--- src/rtl/fp_normalize_pack.sv ---
// Post-add normalize / round / pack stage of the binary32 adder, one operation in flight.
// Define FPNP_ROUND_EN to add the round-to-nearest-even ROUND state; otherwise the result is truncated.
module fp_normalize_pack (
    input  logic        clk,
    input  logic        rst_n,
    input  logic        in_valid,
    output logic        in_ready,
    input  logic        in_sign,
    input  logic [7:0]  in_exp,
    input  logic [23:0] in_mant,
    input  logic        in_cout,
    input  logic [2:0]  in_grs,
    output logic        out_valid,
    input  logic        out_ready,
    output logic [31:0] result,
    output logic        overflow,
    output logic        underflow,
    output logic        zero
);

    typedef enum logic [1:0] {IDLE, NORM, ROUND, DONE} state_t;

`ifdef FPNP_ROUND_EN
    localparam state_t FINISH = ROUND;
`else
    localparam state_t FINISH = DONE;
`endif

    // Returns {overflow, underflow, word}; exponents of 255 and above saturate to infinity.
    function automatic logic [33:0] pack_word(input logic s, input logic [23:0] m, input logic [8:0] e);
        logic [7:0] ef;
        if (e >= 9'd255)
            return {2'b10, s, 8'hFF, 23'd0};
        ef = m[23] ? e[7:0] : 8'd0;
        return {1'b0, (ef == 8'd0) && (m[22:0] != 23'd0), s, ef, m[22:0]};
    endfunction

    state_t      r_state, w_next;
    logic [23:0] r_mant;
    logic [8:0]  r_exp;
    logic        r_g, r_r, r_s, r_sign;
    logic [31:0] r_result;
    logic        r_overflow, r_underflow, r_zero;

    logic        w_accept;
    logic [8:0]  w_in_exp, w_cap_exp;
    logic [23:0] w_cap_mant;
    logic        w_cap_g, w_cap_r, w_cap_s;
    logic        w_cap_zero, w_cap_ovf, w_cap_done;
    logic        w_norm_ovf, w_need_shift, w_sh_done;
    logic [23:0] w_sh_mant;
    logic [8:0]  w_sh_exp;
    logic        w_load, w_load_zero, w_pk_sign;
    logic [23:0] w_pk_mant;
    logic [8:0]  w_pk_exp;

    assign w_accept = in_valid && in_ready;
    assign w_in_exp = (in_exp == 8'd0) ? 9'd1 : {1'b0, in_exp};

    always_comb begin
        if (in_cout) begin
            w_cap_mant = {1'b1, in_mant[23:1]};
            w_cap_g    = in_mant[0];
            w_cap_r    = in_grs[2];
            w_cap_s    = |in_grs[1:0];
            w_cap_exp  = w_in_exp + 9'd1;
        end else begin
            w_cap_mant = in_mant;
            w_cap_g    = in_grs[2];
            w_cap_r    = in_grs[1];
            w_cap_s    = in_grs[0];
            w_cap_exp  = w_in_exp;
        end
    end

    // Normalization finishes on the edge that produces a normalized value, so the
    // "done" test looks one shift ahead instead of spending an extra idle NORM cycle.
    assign w_cap_zero   = !in_cout && (in_mant == 24'd0);
    assign w_cap_ovf    = w_cap_exp >= 9'd255;
    assign w_cap_done   = w_cap_mant[23] || (w_cap_exp <= 9'd1);
    assign w_norm_ovf   = r_exp >= 9'd255;
    assign w_need_shift = !r_mant[23] && (r_exp > 9'd1);
    assign w_sh_mant    = {r_mant[22:0], r_g};
    assign w_sh_exp     = r_exp - 9'd1;
    assign w_sh_done    = w_sh_mant[23] || (w_sh_exp <= 9'd1);

`ifdef FPNP_ROUND_EN
    logic        w_rnd_inc;
    logic [24:0] w_rnd_sum;
    logic [23:0] w_rnd_mant;
    logic [8:0]  w_rnd_exp;

    assign w_rnd_inc  = r_g && (r_r || r_s || r_mant[0]);
    assign w_rnd_sum  = {1'b0, r_mant} + {24'd0, w_rnd_inc};
    assign w_rnd_mant = w_rnd_sum[24] ? 24'h800000 : w_rnd_sum[23:0];
    assign w_rnd_exp  = r_exp + {8'd0, w_rnd_sum[24]};
`endif

    // NOTE: sequential state uses non-blocking assignments so every register samples pre-edge values.
    always_ff @(posedge clk or negedge rst_n) begin
        if (!rst_n) r_state <= IDLE;
        else        r_state <= w_next;
    end

    always_comb begin
        // NOTE: default first so no path through the case leaves w_next unassigned (no latch).
        w_next = r_state;
        case (r_state)
            IDLE: if (w_accept) begin
                if (w_cap_zero)      w_next = DONE;
                else if (w_cap_ovf)  w_next = NORM;
                else if (w_cap_done) w_next = FINISH;
                else                 w_next = NORM;
            end
            NORM: begin
                if (w_norm_ovf)        w_next = DONE;
                else if (w_need_shift) w_next = w_sh_done ? FINISH : NORM;
                else                   w_next = FINISH;
            end
`ifdef FPNP_ROUND_EN
            ROUND: w_next = DONE;
`endif
            DONE: if (out_ready) w_next = IDLE;
            default: w_next = IDLE;
        endcase
    end

    always_comb begin
        in_ready  = (r_state == IDLE);
        out_valid = (r_state == DONE);
    end

    // Selects which value gets packed into the result registers on the edge entering DONE.
    always_comb begin
        w_load      = 1'b0;
        w_load_zero = 1'b0;
        w_pk_sign   = r_sign;
        w_pk_mant   = r_mant;
        w_pk_exp    = r_exp;
        case (r_state)
            IDLE: if (w_accept) begin
                if (w_cap_zero) begin
                    w_load      = 1'b1;
                    w_load_zero = 1'b1;
                    w_pk_sign   = 1'b0;
                    w_pk_mant   = 24'd0;
                    w_pk_exp    = 9'd0;
                end
`ifndef FPNP_ROUND_EN
                else if (!w_cap_ovf && w_cap_done) begin
                    w_load    = 1'b1;
                    w_pk_sign = in_sign;
                    w_pk_mant = w_cap_mant;
                    w_pk_exp  = w_cap_exp;
                end
`endif
            end
            NORM: begin
                if (w_norm_ovf) begin
                    w_load = 1'b1;
                end
`ifndef FPNP_ROUND_EN
                else if (w_need_shift) begin
                    w_load    = w_sh_done;
                    w_pk_mant = w_sh_mant;
                    w_pk_exp  = w_sh_exp;
                end else begin
                    w_load = 1'b1;
                end
`endif
            end
`ifdef FPNP_ROUND_EN
            ROUND: begin
                w_load    = 1'b1;
                w_pk_mant = w_rnd_mant;
                w_pk_exp  = w_rnd_exp;
            end
`endif
            default: ;
        endcase
    end

    always_ff @(posedge clk or negedge rst_n) begin
        if (!rst_n) begin
            r_mant <= 24'd0;
            r_exp  <= 9'd0;
            r_g    <= 1'b0;
            r_r    <= 1'b0;
            r_s    <= 1'b0;
            r_sign <= 1'b0;
        end else if (r_state == IDLE && w_accept) begin
            r_sign <= in_sign && !w_cap_zero;
            r_mant <= w_cap_mant;
            r_exp  <= w_cap_exp;
            r_g    <= w_cap_g;
            r_r    <= w_cap_r;
            r_s    <= w_cap_s;
        end else if (r_state == NORM && !w_norm_ovf && w_need_shift) begin
            r_mant <= w_sh_mant;
            r_exp  <= w_sh_exp;
            r_g    <= r_r;
            r_r    <= r_s;
        end
    end

    always_ff @(posedge clk or negedge rst_n) begin
        if (!rst_n) begin
            r_result    <= 32'd0;
            r_overflow  <= 1'b0;
            r_underflow <= 1'b0;
            r_zero      <= 1'b0;
        end else if (w_load) begin
            {r_overflow, r_underflow, r_result} <= pack_word(w_pk_sign, w_pk_mant, w_pk_exp);
            r_zero <= w_load_zero;
        end
    end

    assign result    = r_result;
    assign overflow  = r_overflow;
    assign underflow = r_underflow;
    assign zero      = r_zero;

endmodule

--- config.mk ---
export PLATFORM = sky130hd
export DESIGN_NAME = fp_normalize_pack
export DESIGN_NICKNAME = d
export VERILOG_FILES = /design/src/rtl/fp_normalize_pack.sv
export SDC_FILE = /design/constraint.sdc
export NUM_CORES = 1
export LEC_CHECK = 0
export BUFFER_PORTS_ARGS = -buffer_cell sky130_fd_sc_hd__buf_2
export CAP_MARGIN = 30
export CELL_PAD_IN_SITES_DETAIL_PLACEMENT = 1
export CELL_PAD_IN_SITES_GLOBAL_PLACEMENT = 2
export CORE_UTILIZATION = 38
export CTS_CLUSTER_DIAMETER = 40
export DETAILED_ROUTE_END_ITERATION = 12
export GPL_TIMING_DRIVEN = 0
export MAX_ROUTING_LAYER = met4
export PLACE_DENSITY = 0.95
export SETUP_SLACK_MARGIN = 0.4
export SKIP_LAST_GASP = 1
export SLEW_MARGIN = 20
export SYNTH_ARGS = -nofsm -noshare
export SYNTH_HDL_FRONTEND = slang
export SYNTH_SLANG_ARGS = --single-unit
--- constraint.sdc ---
create_clock -name clk -period 4.5 [get_ports clk]
set_input_delay 0.225 -clock clk [delete_from_list [all_inputs] [get_ports clk]]
set_output_delay 0.225 -clock clk [all_outputs]
set_load 0.02 [all_outputs]
## Word-level counts from Yosys, hierarchy flattened

Cells that the tools add are included.

- Bits in registers: 74
- Bits in latches: 0
- Memory bits (writable): 0
- Bits in read-only memories: 0
- Bits of input ports: 41
- Memories kept: 0

- Add/sub/neg operators: 2
- Multiply operators: 0
- Divide/modulo/power cells: 0
- Magnitude comparators: 6
- Equality and inequality tests: 4
- Shift-type cells: 0
- Mux-type cells: 53
- Bitwise operators: 0
- Reductions and logical operators: 24

Operators by type and width:

| kind | count |
|---|---|
| two-way mux 24 bit | 8 |
| two-way mux 9 bit | 8 |
| two-way mux 34 bit | 2 |
| case mux 24 bit (2 select lines) | 1 |
| greater-or-equal comparator 9 x 8 -> 1 bit, second input constant | 3 |
| zero test 24 bit | 1 |
| nonzero test 23 bit | 1 |
| two-way mux 1 bit | 21 |
| <= comparator 9 x 1 -> 1 bit, second input constant | 2 |
| case mux 9 bit (2 select lines) | 1 |
| zero test 8 bit | 2 |
| two-way mux 2 bit | 8 |
| two-way mux 8 bit | 2 |
| adder 8 x 1 -> 9 bit, second input constant | 1 |
| > comparator 9 x 1 -> 1 bit, second input constant | 1 |
| logical AND 1 bit | 9 |
| subtractor 9 x 1 -> 9 bit, second input constant | 1 |
| case mux 2 bit (3 select lines) | 1 |
| zero test 1 bit | 5 |
| != test 2 x 1 -> 1 bit, second input constant | 2 |
| equality test 2 x 1 -> 1 bit, second input constant | 1 |
| equality test 2 bit, second input constant | 1 |
| zero test 2 bit | 1 |
| logical OR 1 bit | 2 |
| other kinds (4) | 4 |

## Longest topological paths before layout

- Depth in word-level cells: 15
- Depth in mapped cells: 14
- Mapped depth without buffers: 11

## Worst setup path before layout

No wires, ideal clock.

- Kind: reg2reg
- Start: register r_exp[0]
- End: register r_result[13], in the netlist result[13]
- Library setup time: 0.130 ns
- Data arrival time: 2.852 ns
- Data required time: 4.370 ns
- Slack: 1.519 ns
- Cell stages (with the launch flop): 14
- Path buffers: 3
- Path through: dfrtp_1 buf_2 inv_1 ha_1 or4b_1 o21ai_1 a2111oi_0 a21o_1 or4_4 nor2_1 a31o_1 buf_6 buf_12 o21ai_2

- Longest elaborated chain between the ends: 9

Ends and longest elaborated chain:

| what | line | text |
|---|---|---|
| start: declaration | 40 | `logic [8:0] r_exp;` |
| start signal: assignment | 194 | `r_exp <= w_cap_exp;` |
| start signal: assignment | 200 | `r_exp <= w_sh_exp;` |
| > comparator 9 x 1 -> 1 bit | 82 | `assign w_need_shift = !r_mant[23] && (r_exp > 9'd1);` |
| logical AND 1 bit | 82 |  |
| two-way mux 9 bit | 163 | `else if (w_need_shift) begin` |
| two-way mux 9 bit | 159 | `if (w_norm_ovf) begin` |
| case mux 9 bit (2 select lines) | 140 | `case (r_state)` |
| greater-or-equal comparator 9 x 8 -> 1 bit | 32 | `if (e >= 9'd255)` |
| two-way mux 1 bit | 32 |  |
| two-way mux 1 bit | 212 | `end else if (w_load) begin` |
| two-way mux 34 bit | 34 | `ef = m[23] ? e[7:0] : 8'd0;` |
| end signal: assignment | 213 | `{r_overflow, r_underflow, r_result} <= pack_word(w_pk_sign, w_pk_mant, w_pk_exp);` |
| end: declaration | 42 | `logic [31:0] r_result;` |

Several ways; a longest one is shown, not always the timed one. The select of a mux whose other input is x is not followed.
A chain may end at the register's enable or synchronous reset.

## Final worst setup path

- Start: register r_exp[1]
- End: register r_underflow, in the netlist underflow

- Longest elaborated chain between the ends: 9

Ends and longest elaborated chain:

| what | line | text |
|---|---|---|
| > comparator 9 x 1 -> 1 bit | 82 |  |
| logical AND 1 bit | 82 |  |
| two-way mux 9 bit or two-way mux 24 bit (tied branches) | 163 |  |
| two-way mux 9 bit or two-way mux 24 bit (tied branches) | 159 |  |
| case mux 9 bit (2 select lines) or case mux 24 bit (2 select lines) (tied branches) | 140 |  |
| greater-or-equal comparator 9 x 8 -> 1 bit or two-way mux 8 bit (tied branches) | 32, 34 |  |
| two-way mux 1 bit or zero test 8 bit (tied branches) | 32, 35 |  |
| two-way mux 1 bit or logical AND 1 bit (tied branches) | 212, 35 |  |
| two-way mux 34 bit | 34 |  |
| end signal: assignment | 213 |  |
| end: declaration | 43 | `logic r_overflow, r_underflow, r_zero;` |

Several ways; a longest one is shown, not always the timed one. The select of a mux whose other input is x is not followed.

==> impl_metrics.ini <==
[min_path]
min_from = out_ready
hold_class = primary input to flop
whs_path_depth = 2
hold_path_end = r_state[1]$_DFFE_PN0P_

[critical_path]
crit_arrival_ns = 4.12
end_kind = flop
start_kind = flop
required_ns = 4.72
rr_endpoint = underflow$_DFFE_PN0P_
worstSetupPathType = flop to flop
regToRegStartpoint = r_exp[1]$_DFFE_PN0P_
r2r_cells = 12
cp_max_fo = 10
r2r_slack_ns = 0.61

[placement]
gp_congestion = 0.991
port_buffers = 73
dpl.hpwl_um = 15100

[synth]
synth_commonest_cells = 74 x dfrtp_1, 67 x nand2_1, 49 x nor2_1, 32 x a21oi_1
synth_seq_cells = 74
async_flop_share_pct = 100
synthFlopType = dfrtp_1
synth-edff-count = 0
synth_top_area_share_pct = 35.9
synth_cell_types = 75
synth_top_cell_by_area = dfrtp_1
netlist_instances = 595
syn_area_sq_mm = 0.00516
ys_seq_area_share_pct = 35.9
yosysMostFrequentCell = dfrtp_1
syn_area_per_cell_sq_um = 8.67
yosysWarnings = 0
syn-num-nets = 640
netlist_top_cells_area = dfrtp_1 36%, nand2_1 4.9%, mux2i_1 4.1%

[power]
power_frac_comb_pct = 54.0
switching_share_pct = 47.8
p_switching_mw = 2.09
ir_drop_mv = 0.217
powerDensity_mw_per_mm2 = 714
internal_power_mw = 2.28
seqPwrFrac_pct = 27.9
power_leakage_nw = 2.71
p_clk_share_pct = 18.1

[layout]
syn2layout_area_growth_pct = 18.6
nFillCells = 1634
drive_gt1_share_pct = 23.7
final_nets = 728
final_util_pct = 46.2
antenna_cells = 0

[detailed_routing]
dr.pass1.iters = 5
drt_iter0_markers = 549
vias_per_cell = 6.15
drc = 0
vias = 5317
drt-total-wl_um = 19700
wl_per_cell_um = 22.8
postRouteAntennaNets = 0

[outcome]
outcome = completed

[global_route]
track_usage_pct = 30.0
antenna_found_initial = 0
grt_pass1_vias = 5372
grt_max_degree = 46
grt_overflow = 0
grt_pass1_wl_um = 31100

[floorplanning]
ios = 78
fp.dieW_um = 119
core_area_sq_mm = 0.0132
fp-row-count = 42
die_h_um = 119
die-area_sq_mm = 0.0140
start_util_pct = 39.0

[clocking]
cts_max_path_buffers = 2
clk_latency_ns = 0.35
cts_num_sinks = 74
cts_buffers = 9
cts_resized = 0
htree_levels = 3
cts_root_buf = clkbuf_16
clk_pin_slew_ns = 0.05
cts_setup_buffers = 0
cts_tree = done

[timing]
setup_violations = 0
worst_pin_slew_ns = 0.976
slew-limit-headroom_pct = 34.5
slew_violations = 0
fin_crit_ns = 3.89
rsz0062_at_grt = false
fmax_mhz = 257
fin_crit_sh_pct = 86.5
hold_viol_final = 0
setup_tns_ns = 0
hold_slack_ns = 0.108
clock_skew_ns = 0.00991

[flow_run]
cap_violations = 0
## cells by family (layout without fill, tap and decap cells)
family	count (synthesis)	count (layout)	share of synthesized area (%)
AO/OA/AOI/OAI	192	192	27.9
flip-flops	74	74	35.9
AND/OR/NAND/NOR	221	221	21.2
multiplexers	29	29	5.82
XOR/XNOR	10	10	1.70
adder cells (fa/ha/maj)	4	4	0.970
buffers and inverters	65	158	6.45
## repair_timing
action,4_1_cts,5_1_grt
hold buffers,1,0
hold endpoints to repair,29,0
endpoints found under the setup margin,0,0
## power by group through the flow
stage / logic (mW) / clock network (mW) / registers (mW)
floorplan: 1.48 / 0 / 1.28
global placement: 2.26 / 0 / 1.20
detailed placement: 2.32 / 0 / 1.22
CTS: 2.33 / 0.800 / 1.21
global route: 2.55 / 0.822 / 1.25
finish: 2.36 / 0.791 / 1.22
## worst max-delay path by stage
stage,from,end,slack (ns),cells past startpoint
5_1_grt,r_exp[1]$_DFFE_PN0P_,underflow$_DFFE_PN0P_,0.52,12
4_1_cts,r_exp[1]$_DFFE_PN0P_,underflow$_DFFE_PN0P_,0.70,12
2_1_floorplan,r_exp[0]$_DFFE_PN0P_,result[13]$_DFFE_PN0P_,1.52,13
6_report,r_exp[1]$_DFFE_PN0P_,underflow$_DFFE_PN0P_,0.61,12
3_3_place_gp,in_mant[6],underflow$_DFFE_PN0P_,0.63,10
3_5_place_dp,in_mant[6],underflow$_DFFE_PN0P_,0.55,10
## per-layer routing
layer / up-vias / track usage, % / wire length, um
li1: 2413 / - / -
met1: 2625 / 41.3 / 9060
met5: - / - / 0
met3: 33 / 5.50 / 1410
met4: 0 / 11.2 / 463
met2: 246 / 43.8 / 8760
## critical path, stage by stage (launching register included)
cell and delay [ns]:
dfrtp_1 0.49, inv_1 0.11, ha_1 0.19, o21bai_1 0.17, nand3_1 0.43, a31oi_1 0.37
clkbuf_1 0.39, a22o_1 0.29, a311oi_1 0.52, nand2_1 0.18, nor4_1 0.35, and3_1 0.21
o21ai_1 0.06
## area by class of cell
| cell class | instances | area, sq um | area share, % |
|---|---|---|---|
| clock inverters | 6 | 90.1 | 1.47 |
| well taps | 176 | 220 | 3.60 |
| inverters | 21 | 81.3 | 1.33 |
| multi-input cells | 456 | 2970 | 48.6 |
| clock buffers | 10 | 229 | 3.74 |
| plain buffers | 44 | 251 | 4.11 |
| flip-flops and latches | 74 | 1850 | 30.3 |
| repair buffers | 77 | 418 | 6.83 |
## cells in the final DEF (no fill, tap or decap), types with 12 or more instances in the layout
cell      count
nand2_1      67
nor2_1       49
nand4_1      12
nand3_1      17
clkbuf_1     19
buf_2        85
nor3_1       22
a21oi_1      32
o21ai_0      21
dfrtp_1      74
nor4_1       12
inv_1        19
o21ai_2      22
mux2i_1      21
## per-stage QoR
step | std cells | cell area [sq um] | total power, mW | worst slack (ns)
CTS | 863 | 6110 | 4.34 | 0.701
global placement | 844 | 5740 | 3.46 | 0.628
global route | 864 | 6120 | 4.63 | 0.523
detailed placement | 846 | 5780 | 3.54 | 0.549
finish | 864 | 6120 | 4.37 | 0.606
floorplan | 595 | 5160 | 2.76 | 1.52
## registers in the layout (all words and copies together) (netlist names)
register,cells
overflow,1
r_exp,9
r_g,1
r_mant,24
r_r,1
r_s,1
r_sign,1
r_state,2
result,32
underflow,1
zero,1
No activity file was read; power rests on OpenSTA's default activity.
